--- src/rtl/smart_home_pkg.sv ---
// Shared constants for the smart-home event scheduler: display codes, FSM states,
// sensor indices (index order is grant priority) and small lookup helpers.
package smart_home_pkg;

  localparam int unsigned N_SENS = 4;

  localparam logic [2:0] DISP_IDLE = 3'd0;
  localparam logic [2:0] DISP_FD   = 3'd1;
  localparam logic [2:0] DISP_RD   = 3'd2;
  localparam logic [2:0] DISP_FIRE = 3'd3;
  localparam logic [2:0] DISP_WIN  = 3'd4;
  localparam logic [2:0] DISP_HEAT = 3'd5;
  localparam logic [2:0] DISP_COOL = 3'd6;

  typedef enum logic [1:0] {
    IDLE  = 2'd0,
    SERVE = 2'd1,
    FIRE  = 2'd2
  } fsm_state_e;

  localparam logic [1:0] IDX_FA = 2'd0;
  localparam logic [1:0] IDX_FD = 2'd1;
  localparam logic [1:0] IDX_RD = 2'd2;
  localparam logic [1:0] IDX_W  = 2'd3;

  // Lowest set index wins, which is the highest-priority pending sensor.
  function automatic logic [1:0] pick_highest(input logic [N_SENS-1:0] pend);
    pick_highest = IDX_W;
    for (int i = N_SENS - 1; i >= 0; i--) begin
      if (pend[i]) pick_highest = 2'(i);
    end
  endfunction

  function automatic logic [2:0] sensor_disp(input logic [1:0] idx);
    case (idx)
      IDX_FD:  sensor_disp = DISP_FD;
      IDX_RD:  sensor_disp = DISP_RD;
      IDX_W:   sensor_disp = DISP_WIN;
      default: sensor_disp = DISP_FIRE;
    endcase
  endfunction

endpackage

--- src/rtl/sensor_debounce.sv ---
// Two-flop synchronizer followed by a consecutive-sample debouncer; emits the
// debounced level and a one-cycle registered pulse on each debounced rising edge.
module sensor_debounce #(
  parameter int unsigned DEBOUNCE_CYC = 4
) (
  input  logic clk,
  input  logic rst_n,
  input  logic raw,
  output logic level,
  output logic rise
);

  logic       sync1_q, sync2_q;
  logic [3:0] cnt_q, cnt_d;
  logic       level_q, level_d;
  logic       rise_q, rise_d;

  always_comb begin
    // NOTE: every variable gets a default first so no path leaves it unassigned (no latch).
    cnt_d   = '0;
    level_d = level_q;
    if (sync2_q != level_q) begin
      if (cnt_q == 4'(DEBOUNCE_CYC - 1)) level_d = sync2_q;
      else                               cnt_d   = cnt_q + 4'd1;
    end
    rise_d = level_d & ~level_q;
  end

  always_ff @(posedge clk or negedge rst_n) begin
    if (!rst_n) begin
      sync1_q <= 1'b0;
      sync2_q <= 1'b0;
      cnt_q   <= '0;
      level_q <= 1'b0;
      rise_q  <= 1'b0;
    end else begin
      // NOTE: non-blocking so the synchronizer stages shift instead of collapsing into one flop.
      sync1_q <= raw;
      sync2_q <= sync1_q;
      cnt_q   <= cnt_d;
      level_q <= level_d;
      rise_q  <= rise_d;
    end
  end

  assign level = level_q;
  assign rise  = rise_q;

endmodule

--- src/rtl/home_event_scheduler.sv ---
// Latches debounced sensor events and grants them one at a time (fire preempts),
// plus a hysteresis thermostat; all actuator and display outputs are registered.
module home_event_scheduler
  import smart_home_pkg::*;
#(
  parameter int unsigned DEBOUNCE_CYC = 4,
  parameter int unsigned HOLD_CYC     = 8,
  parameter logic [6:0]  T_HEAT       = 7'd50,
  parameter logic [6:0]  T_COOL       = 7'd80,
  parameter logic [6:0]  HYST         = 7'd2
) (
  input  logic       clk,
  input  logic       Rst,
  input  logic       SFD,
  input  logic       SRD,
  input  logic       SW,
  input  logic       SFA,
  input  logic [6:0] ST,
  output logic       fdoor,
  output logic       rdoor,
  output logic       winbuzz,
  output logic       alarmbuzz,
  output logic       heater,
  output logic       cooler,
  output logic [2:0] display,
  output logic       busy
);

  localparam logic [7:0] HOLD_M1  = 8'(HOLD_CYC - 1);
  localparam logic [7:0] HEAT_OFF = {1'b0, T_HEAT} + {1'b0, HYST};
  localparam logic [7:0] COOL_OFF = {1'b0, T_COOL} - {1'b0, HYST};

  logic [N_SENS-1:0] raw_vec, lvl_vec, rise_vec;
  logic [N_SENS-1:0] pend_q, pend_d, pend_clr, pend_set;
  fsm_state_e        state_q, state_d;
  logic [1:0]        grant_q, grant_d;
  logic [7:0]        hold_q, hold_d;
  logic              heat_req_q, heat_req_d, cool_req_q, cool_req_d;
  logic              fdoor_q, fdoor_d, rdoor_q, rdoor_d, winbuzz_q, winbuzz_d;
  logic              alarmbuzz_q, alarmbuzz_d, heater_q, heater_d, cooler_q, cooler_d;
  logic [2:0]        display_q, display_d;
  logic              serve_d;

  // Bit positions follow IDX_*, so vector index order is also grant priority.
  assign raw_vec = {SW, SRD, SFD, SFA};

  for (genvar i = 0; i < N_SENS; i++) begin : g_deb
    sensor_debounce #(.DEBOUNCE_CYC(DEBOUNCE_CYC)) u_deb (
      .clk   (clk),
      .rst_n (Rst),
      .raw   (raw_vec[i]),
      .level (lvl_vec[i]),
      .rise  (rise_vec[i])
    );
  end

  always_comb begin
    state_d  = state_q;
    grant_d  = grant_q;
    hold_d   = hold_q;
    pend_clr = '0;
    pend_set = '0;
    case (state_q)
      IDLE: begin
        if (|pend_q) begin
          grant_d           = pick_highest(pend_q);
          pend_clr[grant_d] = 1'b1;
          hold_d            = HOLD_M1;
          state_d           = (grant_d == IDX_FA) ? FIRE : SERVE;
        end
      end
      SERVE: begin
        if (pend_q[IDX_FA]) begin
          // Aborted service is re-queued so it is granted again after the fire clears.
          pend_set[grant_q]  = 1'b1;
          pend_clr[IDX_FA]   = 1'b1;
          grant_d            = IDX_FA;
          hold_d             = HOLD_M1;
          state_d            = FIRE;
        end else if (hold_q == '0) begin
          if (lvl_vec[grant_q]) hold_d  = HOLD_M1;
          else                  state_d = IDLE;
        end else begin
          hold_d = hold_q - 8'd1;
        end
      end
      FIRE: begin
        if (lvl_vec[IDX_FA])    hold_d  = HOLD_M1;
        else if (hold_q == '0)  state_d = IDLE;
        else                    hold_d  = hold_q - 8'd1;
      end
      default: state_d = IDLE;
    endcase
    pend_d = (pend_q & ~pend_clr) | pend_set | rise_vec;
  end

  always_comb begin
    heat_req_d = heat_req_q ? ({1'b0, ST} < HEAT_OFF) : (ST < T_HEAT);
    cool_req_d = cool_req_q ? ({1'b0, ST} > COOL_OFF) : (ST > T_COOL);

    serve_d     = (state_d == SERVE);
    fdoor_d     = serve_d && (grant_d == IDX_FD);
    rdoor_d     = serve_d && (grant_d == IDX_RD);
    winbuzz_d   = serve_d && (grant_d == IDX_W);
    alarmbuzz_d = (state_d == FIRE);
    heater_d    = heat_req_d && !alarmbuzz_d;
    cooler_d    = cool_req_d && !alarmbuzz_d;

    if (serve_d)          display_d = sensor_disp(grant_d);
    else if (alarmbuzz_d) display_d = DISP_FIRE;
    else if (heater_d)    display_d = DISP_HEAT;
    else if (cooler_d)    display_d = DISP_COOL;
    else                  display_d = DISP_IDLE;
  end

  always_ff @(posedge clk or negedge Rst) begin
    if (!Rst) begin
      state_q     <= IDLE;
      grant_q     <= IDX_FA;
      hold_q      <= '0;
      pend_q      <= '0;
      heat_req_q  <= 1'b0;
      cool_req_q  <= 1'b0;
      fdoor_q     <= 1'b0;
      rdoor_q     <= 1'b0;
      winbuzz_q   <= 1'b0;
      alarmbuzz_q <= 1'b0;
      heater_q    <= 1'b0;
      cooler_q    <= 1'b0;
      display_q   <= DISP_IDLE;
    end else begin
      state_q     <= state_d;
      grant_q     <= grant_d;
      hold_q      <= hold_d;
      pend_q      <= pend_d;
      heat_req_q  <= heat_req_d;
      cool_req_q  <= cool_req_d;
      fdoor_q     <= fdoor_d;
      rdoor_q     <= rdoor_d;
      winbuzz_q   <= winbuzz_d;
      alarmbuzz_q <= alarmbuzz_d;
      heater_q    <= heater_d;
      cooler_q    <= cooler_d;
      display_q   <= display_d;
    end
  end

  assign fdoor     = fdoor_q;
  assign rdoor     = rdoor_q;
  assign winbuzz   = winbuzz_q;
  assign alarmbuzz = alarmbuzz_q;
  assign heater    = heater_q;
  assign cooler    = cooler_q;
  assign display   = display_q;
  assign busy      = (state_q != IDLE);

  a_thermo_excl: assert property (@(posedge clk) disable iff (!Rst) !(heat_req_q && cool_req_q));

endmodule

--- config.mk ---
export PLATFORM = sky130hd
export DESIGN_NAME = home_event_scheduler
export DESIGN_NICKNAME = d
export VERILOG_FILES = /design/src/rtl/smart_home_pkg.sv /design/src/rtl/sensor_debounce.sv /design/src/rtl/home_event_scheduler.sv
export SDC_FILE = /design/constraint.sdc
export NUM_CORES = 1
export LEC_CHECK = 0
export BUFFER_PORTS_ARGS = -buffer_cell sky130_fd_sc_hd__clkbuf_2
export CAP_MARGIN = 20
export CORE_MARGIN = 5
export CORE_UTILIZATION = 30
export CTS_BUF_LIST = sky130_fd_sc_hd__clkbuf_8
export DETAILED_ROUTE_END_ITERATION = 12
export GPL_ROUTABILITY_DRIVEN = 0
export SLEW_MARGIN = 40
export SYNTH_ARGS = -nofsm -noshare
export SYNTH_HDL_FRONTEND = slang
export SYNTH_SLANG_ARGS = --single-unit
--- constraint.sdc ---
create_clock -name clk -period 4.95 [get_ports clk]
set_clock_uncertainty 0.15 [all_clocks]
set_input_delay 0.2475 -clock clk [delete_from_list [all_inputs] [get_ports clk]]
set_output_delay 0.2475 -clock clk [all_outputs]
set_load 0.1 [all_outputs]
Yosys cells after proc, flatten, opt, wreduce, memory -nomap -nowiden
Index checks and enable logic that the tools add are counted.
{"block": "op_classes", "add_sub_neg": 5, "multipliers": 0, "div": 0, "magnitude_cmp": 8, "eq_ne": 18, "shift": 0, "n_mux": 58, "bitwise_logic": 12, "reduce_logical": 15}
{"operator": "2-to-1 mux 8 bit", "count": 6}
{"operator": "2-to-1 mux 4 bit", "count": 11}
{"operator": "2-to-1 mux 2 bit", "count": 13}
{"operator": "case mux 8 bit (3 select lines)", "count": 1}
{"operator": "adder 4 x 1 -> 4 bit (second input constant)", "count": 4}
{"operator": "== test 4 x 2 -> 1 bit (second input constant)", "count": 4}
{"operator": "2-to-1 mux 1 bit", "count": 15}
{"operator": "2-to-1 mux 3 bit", "count": 5}
{"operator": "> comparator 7 bit (second input constant)", "count": 2}
{"operator": "less-than comparator 7 x 6 -> 1 bit (second input constant)", "count": 2}
{"operator": "case mux 3 bit (3 select lines)", "count": 1}
{"operator": "== test 2 bit (second input constant)", "count": 4}
{"operator": "logical NOT 8 bit", "count": 1}
{"operator": "OR 4 bit", "count": 2}
{"operator": "subtractor 8 x 1 -> 8 bit (second input constant)", "count": 1}
{"operator": "logical AND 1 bit", "count": 7}
{"operator": "== test 2 x 1 -> 1 bit (second input constant)", "count": 3}
{"operator": "less-than comparator 2 x 3 -> 1 bit (second input constant)", "count": 2}
{"operator": "case mux 2 bit (3 select lines)", "count": 1}
{"operator": "bitwise AND 1 bit", "count": 4}
{"operator": "bitwise AND 4 bit", "count": 1}
{"operator": "demux 1 bit (select 2 bit)", "count": 2}
{"operator": "greater-or-equal comparator 2 x 1 -> 1 bit (second input constant)", "count": 2}
{"operator": "logical NOT 2 bit", "count": 2}
{"operator": "14 further kinds", "count": 20}
{"block": "totals", "regBits": 59, "latchBits": 0, "ram_bits": 0, "rom_bits": 0, "in_bits": 13, "out_inout_bits": 10, "wordCells": 149, "mem_count": 0}

Depth between registers and ports, before layout
Gate-level depths: netlist of the first run.
{"block": "logic_depth", "depth_word": 16, "mapped_depth": 9, "depth_no_buf": 7}

Modules after synthesis
A second synthesis of the first run with hierarchy kept.
{"block": "unflattened", "cells_unflattened": 242, "hier_area_um2": 2780.2}
{"mod": "home_event_scheduler", "n_inst": 1, "cells_each": 154, "area_each_um2": 1519.0, "seq_area_each_um2": 675.6}
{"mod": "sensor_debounce", "n_inst": 4, "cells_each": 22, "area_each_um2": 315.3, "seq_area_each_um2": 200.2}

Least setup slack after synthesis of the first run
OpenSTA, ideal clock, no wires.
{"block": "synth_timing", "path_kind": "register to register", "from": "register hold_q[0]", "to": "register display_q[0] (netlist: display[0])", "setup_time_ps": 80, "arrival_ps": 2097, "required_time_ps": 4720, "setup_slack_ps": 2623, "stages_incl_launch_ff": 9, "n_path_buf": 1, "period_less_slack_ps": 2327, "cell_sequence": "dfrtp_1 > inv_1 > ha_1 > or3b_2 > o311ai_0 > a32o_2 > or3_1 > buf_6 > mux2i_1"}
{"block": "synth_between", "elab_chain_cells": 10, "word_cells_on_any_way": 13, "cone_classes": "eq/ne: 2; mux: 8; reduce/logical: 3"}
{"item": "start, declared", "line": "home_event_scheduler.sv:37", "rtl": "logic [7:0] hold_q, hold_d;"}
{"item": "start signal, assigned", "line": "home_event_scheduler.sv:134", "rtl": "hold_q <= hold_d;"}
{"item": "logical NOT 8 bit *", "line": "home_event_scheduler.sv:80, home_event_scheduler.sv:89"}
{"item": "2-to-1 mux 2 bit (on tied branches)", "line": "home_event_scheduler.sv:89, home_event_scheduler.sv:80"}
{"item": "2-to-1 mux 2 bit (on tied branches)", "line": "home_event_scheduler.sv:88, home_event_scheduler.sv:73"}
{"item": "case mux 2 bit (3 select lines) *", "line": "home_event_scheduler.sv:63", "rtl": "case (state_q)"}
{"item": "== test 2 bit", "line": "home_event_scheduler.sv:105", "rtl": "alarmbuzz_d = (state_d == FIRE);"}
{"item": "logical NOT 1 bit", "line": "home_event_scheduler.sv:106", "rtl": "heater_d = heat_req_d && !alarmbuzz_d;"}
{"item": "logical AND 1 bit", "line": "home_event_scheduler.sv:106"}
{"item": "2-to-1 mux 3 bit", "line": "home_event_scheduler.sv:111", "rtl": "else if (heater_d) display_d = DISP_HEAT;"}
{"item": "2-to-1 mux 3 bit", "line": "home_event_scheduler.sv:110", "rtl": "else if (alarmbuzz_d) display_d = DISP_FIRE;"}
{"item": "2-to-1 mux 3 bit *", "line": "home_event_scheduler.sv:109", "rtl": "if (serve_d) display_d = sensor_disp(grant_d);"}
{"item": "net display_d[0]", "line": "home_event_scheduler.sv:41", "rtl": "logic [2:0] display_q, display_d;"}
{"item": "end signal, assigned", "line": "home_event_scheduler.sv:144", "rtl": "display_q <= display_d;"}
{"item": "end, declared", "line": "home_event_scheduler.sv:41"}
Mark *: on every way through the listed nets, which the timed path passes. The rest lies on a longest branch.
A chain may end at the register's enable or synchronous reset.

Worst setup path after layout of the first run
{"block": "layout_timing", "from": "register hold_q[0]", "to": "register display_q[2] (netlist: display[2])"}
{"block": "layout_between", "elab_chain_cells": 11, "word_cells_on_any_way": 15, "cone_classes": "eq/ne: 2; mux: 9; reduce/logical: 4"}
{"item": "logical NOT 8 bit *", "line": "home_event_scheduler.sv:80, home_event_scheduler.sv:89"}
{"item": "2-to-1 mux 2 bit (on tied branches)", "line": "home_event_scheduler.sv:89, home_event_scheduler.sv:80"}
{"item": "2-to-1 mux 2 bit (on tied branches)", "line": "home_event_scheduler.sv:88, home_event_scheduler.sv:73"}
{"item": "case mux 2 bit (3 select lines) *", "line": "home_event_scheduler.sv:63"}
{"item": "== test 2 bit", "line": "home_event_scheduler.sv:105"}
{"item": "logical NOT 1 bit", "line": "home_event_scheduler.sv:106, home_event_scheduler.sv:107"}
{"item": "logical AND 1 bit", "line": "home_event_scheduler.sv:107", "rtl": "cooler_d = cool_req_d && !alarmbuzz_d;"}
{"item": "2-to-1 mux 3 bit", "line": "home_event_scheduler.sv:112", "rtl": "else if (cooler_d) display_d = DISP_COOL;"}
{"item": "2-to-1 mux 3 bit", "line": "home_event_scheduler.sv:111"}
{"item": "2-to-1 mux 3 bit", "line": "home_event_scheduler.sv:110"}
{"item": "2-to-1 mux 3 bit *", "line": "home_event_scheduler.sv:109"}
{"item": "net display_d[2]", "line": "home_event_scheduler.sv:41"}
Marks and branches as above.

==> flow_metrics.env, run 1 <==
export IMPL_p_sw_share_pct=40.7
export IMPL_worstPathRequired_ns=5.06
export IMPL_tightestPinTransition_ns=0.616
export IMPL_synthesis_nets=267
export IMPL_cts_root_buf="clkbuf_8"
export IMPL_worst_slack_ns=2.34
export IMPL_grt_pass1_vias=2027
export IMPL_fin_setup_tns_ns=0
export IMPL_cap_violations=0
export IMPL_drtAntennaViolNets=0
export IMPL_whs_ns=0.0519
export IMPL_cts_max_level=3
export IMPL_timing_rr_start="hold_q[0]"
export IMPL_rr_endpoint="display[2]"
export IMPL_drc=0
export IMPL_p_sw_uw=772
export IMPL_clk_pin_slew_worst_paths_ns=0.07
export IMPL_grt_pass1_wl_um=9020
export IMPL_synth_cell_area_um2=2750
export IMPL_layout_nets=303
export IMPL_setup_viol=0
export IMPL_dr_pass1_iters=4
export IMPL_critical_path_class="reg -> reg"
export IMPL_utilization_pct=35.6
export IMPL_cts_sinks=59
export IMPL_end_kind="flop"
export IMPL_nFillCells=909
export IMPL_vias_per_cell=4.92
export IMPL_rsz0062_at_grt="no"
export IMPL_routed_wl_um=4970
export IMPL_pre_cts_slack_ns=2.35
export IMPL_design_area_um2=3250
export IMPL_ir_worst_vdd_mv=0.224
export IMPL_rrSetupSlack_ns=2.34
export IMPL_slew_headroom_pct=58.6
export IMPL_min_period_ns=2.61
export IMPL_synth_distinct_cells=54
export IMPL_synth_top_area_share_pct=53.7
export IMPL_drt_iter0_markers=94
export IMPL_layout_cells_non_filler=397
export IMPL_die_y_um=106
export IMPL_syn_avg_cell_area_um2=11.2
export IMPL_start_util_pct=30.2
export IMPL_p_clk_share_pct=25.2
export IMPL_vias=1954
export IMPL_combinationalPowerShare_pct=38.6
export IMPL_rows=35
export IMPL_antenna_cells=0
export IMPL_p_per_area_nw_per_um2=584
export IMPL_hold_violations=0
export IMPL_io_buffers=22
export IMPL_grt_max_degree=60
export IMPL_antenna_found_initial=0
export IMPL_cts_buffer_depth=2
export IMPL_p_total_mw=1.90
export IMPL_final_common_cell="dfrtp_1"
export IMPL_synth_edf_count=0
export IMPL_r2r_cells=7
export IMPL_grtUsageTotal_pct=9.95
export IMPL_synth_warnings=0
export IMPL_cp_endpoint="display[2]"
export IMPL_syn2layout_area_growth_pct=18.1
export IMPL_status="finished, final reports clean"
export IMPL_p_int_mw=1.12
export IMPL_synth_main_ff_cell="dfrtp_1"
export IMPL_core_um2=9110
export IMPL_min_path_type="in -> reg"
export IMPL_numCtsBuffers=9
export IMPL_layout_common_cells="dfrtp_1 (59), clkbuf_2 (22), nor2_1 (19)"
export IMPL_critPathLaunchType="flop"
export IMPL_die_w_um=106
export IMPL_yosysSeqAreaShare_pct=53.7
export IMPL_clkLatencyLatePin_ns=0.34
export IMPL_dpl_cell_area_um2=2970
export IMPL_ys_seq_elements=59
export IMPL_crit_fanout=6
export IMPL_fmax_ghz=0.383
export IMPL_drive_gt1_share_pct=18.9
export IMPL_postSynthCellCount=245
export IMPL_cts_tree="done"
export IMPL_dp_hpwl_um=3470
export IMPL_yosys_top_cells_area="dfrtp_1 (54%), ha_1 (4.1%), o21ai_0 (3.1%)"
export IMPL_slew_viol_final=0
export IMPL_async_flop_share_pct=100
export IMPL_overflow=0
export IMPL_period_share_pct=52.8
export IMPL_cp_arrival_ns=2.72
export IMPL_pwr_share_seq_pct=36.2
export IMPL_p_leak_nw=1.52
export IMPL_placed_cells=376
export IMPL_die_area_um2=11200
export IMPL_avgRoutedWirePerCell_um=12.5
export IMPL_synth_area_leader_cell="dfrtp_1"
export IMPL_num_io_pins=23
export IMPL_cp_startpoint="hold_q[0]"
## per-layer routing
metal | GRT usage (%) | vias up | wire, um
li1 | - | 949 | -
met2 | 15.9 | 43 | 2300
met3 | 4.10 | 12 | 285
met1 | 12.0 | 950 | 2280
met5 | 0 | - | 0
met4 | 3.70 | 0 | 95
## Yosys cell counts (all sizes together) (2+ instances only)
library cell and count:
nor4 2, and2 3, dfrtp 59, mux2 4, nand2 9, o31ai 3
nand3 5, xnor2 4, and3b 4, or4 2, o21a 2, inv 11
or3 2, nor3b 8, nor2 19, xor2 7, nor3 6, ha 9
a32o 2, mux2i 3, or2 2, o21ai 17, a31oi 3, a21oi 13
buf 2, nand3b 4, nand2b 9, nor2b 10, o211ai 2
## kinds of logic (layout without fill, tap and decap cells)
logic type / Yosys count / count (layout) / synth area share (%)
AND/OR/NAND/NOR: 88 / 88 / 18.7
flip-flops: 59 / 59 / 53.7
AO/OA/AOI/OAI: 56 / 56 / 13.6
buffers and inverters: 14 / 55 / 2.68
XOR/XNOR: 11 / 11 / 3.50
adder cells (fa/ha/maj): 9 / 9 / 4.09
multiplexers: 8 / 8 / 3.69
## state kept, by name, summed over array words and instances, names as in the netlist
register             cells
g_deb.u_deb.cnt_q       16
hold_q                   8
g_deb.u_deb.level        4
g_deb.u_deb.rise         4
g_deb.u_deb.sync1_q      4
g_deb.u_deb.sync2_q      4
pend_q                   4
display                  3
grant_q                  2
state_q                  2
alarmbuzz                1
cool_req_q               1
cooler                   1
fdoor                    1
heat_req_q               1
heater                   1
rdoor                    1
winbuzz                  1
## power groups by stage
stage | Combinational [mW] | Clock, mW | Sequential [mW]
after CTS | 0.736 | 0.491 | 0.688
after detailed placement | 0.726 | 0 | 0.697
after floorplan | 0.431 | 0 | 0.851
after global placement | 0.720 | 0 | 0.692
after global routing | 0.808 | 0.514 | 0.705
final | 0.731 | 0.477 | 0.687
## worst max-delay path, cell delays in order, from the launching register on
cell and delay [ns]:
dfrtp_1 0.40, inv_1 0.08, ha_1 0.21, or3b_2 0.51, o311ai_0 0.35, a32o_2 0.29
or3_1 0.31, mux2i_1 0.23
## repair_timing
| action | CTS | global route |
|---|---|---|
| endpoints found under the hold margin | 63 | 0 |
| resized for setup | 0 | 0 |
| setup endpoints to repair | 0 | 0 |
| setup buffers | 0 | 0 |
| hold buffers | 5 | 0 |
## worst min path at each step
| stage | from | end | slack, ns | cells after the start |
|---|---|---|---|---|
| after detailed placement | g_deb[1].u_deb.sync1_q | g_deb[1].u_deb.sync2_q | 0.19 | 0 |
| final | ST[6] | heater | 0.05 | 3 |
| after floorplan | Rst | alarmbuzz | -0.20 | 0 |
| after global routing | ST[6] | heater | 0.08 | 3 |
| after CTS | ST[6] | heater | 0.04 | 3 |
| after global placement | g_deb[0].u_deb.sync1_q | g_deb[0].u_deb.sync2_q | 0.19 | 0 |
## final cells by class
| class | instances | area [um^2] | share of cell area [%] |
|---|---|---|---|
| clock buffers | 10 | 138 | 4.24 |
| flip-flops and latches | 59 | 1480 | 45.5 |
| repair buffers | 28 | 171 | 5.28 |
| multi-input cells | 172 | 1200 | 37.0 |
| well taps | 111 | 139 | 4.28 |
| clock inverters | 6 | 81.3 | 2.50 |
| inverters | 11 | 41.3 | 1.27 |
Power figures use the tool's default switching activity.
==> run 2: changes to the inputs <==
==> constraint.sdc (replaced) <==
create_clock -name clk -period 2.3 [get_ports clk]
set_clock_uncertainty 0.15 [all_clocks]
set_input_delay 0.115 -clock clk [delete_from_list [all_inputs] [get_ports clk]]
set_output_delay 0.115 -clock clk [all_outputs]
set_load 0.1 [all_outputs]
==> run 2 against run 1 <==
Net effect: critical path depth unchanged; non-clock buffer count up 24; via count up 3.7%; routed wire length up 11%; count of clock-buffer cells in the layout up 1; cell count up 6.0%; largest cell class unchanged; clock power up 100%; design area up 6.9%; flip-flop and latch count unchanged; utilization up 2.4 points; first-iteration DRC count down 32%.
==> flow_metrics.env, run 2 (synthesis gave the netlist of run 1 again) <==
export IMPL_rows=35
export IMPL_hold_end="cool_req_q"
export IMPL_p_leak_nw=1.62
export IMPL_clkLatencyLatePin_ns=0.34
export IMPL_regMostFlops="g_deb.u_deb.cnt_q"
export IMPL_ir_worst_vdd_mv=0.480
export IMPL_avgRoutedWirePerCell_um=13.1
export IMPL_vias=2026
export IMPL_cts_buffer_depth=2
export IMPL_numCtsBuffers=9
export IMPL_cap_violations=0
export IMPL_critical_path_class="reg -> reg"
export IMPL_die_w_um=106
export IMPL_cts_sinks=59
export IMPL_grt_max_degree=34
export IMPL_antenna_found_initial=0
export IMPL_rr_endpoint="rdoor"
export IMPL_layout_cells_non_filler=421
export IMPL_rsz0062_at_grt="no"
export IMPL_hold_violations=0
export IMPL_num_io_pins=23
export IMPL_grt_pass1_vias=2074
export IMPL_design_area_um2=3470
export IMPL_largest_reg_flops=16
export IMPL_grtUsageTotal_pct=10.9
export IMPL_min_period_ns=2.20
export IMPL_drt_iter0_markers=64
export IMPL_status="finished, final reports clean"
export IMPL_overflow=0
export IMPL_drtAntennaViolNets=0
export IMPL_final_common_cell="dfrtp_1"
export IMPL_core_um2=9110
export IMPL_worstPathRequired_ns=2.40
export IMPL_timing_rr_start="hold_q[0]"
export IMPL_layout_common_cells="dfrtp_1 (59), buf_4 (22), clkbuf_2 (21)"
export IMPL_slew_headroom_pct=55.8
export IMPL_layout_nets=327
export IMPL_dr_pass1_iters=4
export IMPL_cp_arrival_ns=2.31
export IMPL_crit_fanout=6
export IMPL_regArea_um2=1480
export IMPL_min_path_type="in -> reg"
export IMPL_top_regs="g_deb.u_deb.cnt_q x16, hold_q x8"
export IMPL_die_area_um2=11200
export IMPL_rrSetupSlack_ns=0.1
export IMPL_fin_setup_tns_ns=0
export IMPL_syn2layout_area_growth_pct=26.2
export IMPL_critPathLaunchType="flop"
export IMPL_period_share_pct=95.7
export IMPL_cts_max_level=3
export IMPL_end_kind="flop"
export IMPL_io_buffers=22
export IMPL_vias_per_cell=4.81
export IMPL_grt_pass1_wl_um=9740
export IMPL_start_util_pct=30.2
export IMPL_slew_viol_final=0
export IMPL_r2r_cells=7
export IMPL_drive_gt1_share_pct=27.4
export IMPL_dpl_cell_area_um2=3150
export IMPL_clk_pin_slew_worst_paths_ns=0.07
export IMPL_placed_cells=397
export IMPL_cts_root_buf="clkbuf_8"
export IMPL_dp_hpwl_um=3890
export IMPL_die_y_um=106
export IMPL_p_per_area_nw_per_um2=1250
export IMPL_multi_input_area_um2=1240
export IMPL_cts_tree="done"
export IMPL_routed_wl_um=5530
export IMPL_tightestPinTransition_ns=0.664
export IMPL_fmax_ghz=0.454
export IMPL_antenna_cells=0
export IMPL_nFillCells=878
export IMPL_hold_depth=4
export IMPL_hold_start="ST[5]"
export IMPL_setup_viol=0
export IMPL_drc=0
==> run 2: cell types whose count changed in the layout (fill, tap and decap cells not counted), moves of 2 or more <==
cell / change
inv_2: +2
o31ai_4: +2
buf_4: +22
ha_2: +2
inv_1: -3
dlygate4sd3_1: +2
o31ai_2: -2
ha_1: -3
==> run 2: worst max path at each step <==
| stage | start | end | depth (start not counted) |
|---|---|---|---|
| 2_1_floorplan | hold_q[0] | display[0] | 8 |
| 3_3_place_gp | hold_q[0] | display[2] | 7 |
| 3_5_place_dp | hold_q[0] | rdoor | 7 |
| 4_1_cts | hold_q[0] | rdoor | 7 |
| 5_1_grt | hold_q[1] | rdoor | 7 |
| 6_report | hold_q[0] | rdoor | 7 |
==> run 2: metrics by stage <==
step / hold WS (ns) / setup WS (ns) / utilization [%] / power (mW)
after floorplan: -0.331 / 0.0694 / - / 2.77
after global routing: 0.0644 / 0.00582 / 38.1 / 4.62
after detailed placement: 0.0694 / -0.0138 / 34.5 / 3.29
after global placement: 0.0556 / 0.0453 / 34.5 / 3.26
after CTS: 0.0153 / 0.0551 / 37.6 / 4.31
final: 0.0358 / 0.0979 / 38.1 / 4.34
==> run 2: per-layer routing <==
layer | up-vias | global-route usage, % | share of wire, %
li1 | 999 | - | -
met2 | 37 | 17.4 | 48
met4 | 0 | 4.16 | 1.6
met3 | 9 | 4.04 | 5.0
met1 | 981 | 13.3 | 46
met5 | - | 0 | 0
==> run 2: power breakdown <==
| part | total, mW | switching, mW | leakage [nW] | internal (mW) |
|---|---|---|---|---|
| Combinational | 1.94 | 1.21 | 0.754 | 0.731 |
| Sequential | 1.43 | 0.158 | 0.758 | 1.28 |
| Clock | 0.970 | 0.417 | 0.110 | 0.553 |
| Total | 4.34 | 1.78 | 1.62 | 2.56 |
==> run 2: final cells by class <==
| type | count | area share (%) |
|---|---|---|
| clock buffers | 11 | 4.36 |
| repair buffers | 52 | 10.5 |
| inverters | 11 | 1.19 |
| multi-input cells | 172 | 35.8 |
| clock inverters | 5 | 1.51 |
| well taps | 111 | 4.00 |
| flip-flops and latches | 59 | 42.6 |
==> run 2: repair_timing <==
item | in CTS | in global routing
buffers inserted | 0 | 1
resized for setup | 1 | 11
setup endpoints to repair | 5 | 13
hold buffers | 7 | 0
endpoints found under the hold margin | 34 | 0
==> run 2: worst max-delay path, stage by stage (launching register included) <==
cell     delay (ns)
dfrtp_1        0.39
inv_2          0.08
ha_4           0.13
or3b_4         0.41
o31ai_4        0.26
a31oi_1        0.11
or3_4          0.39
nor3b_2        0.18
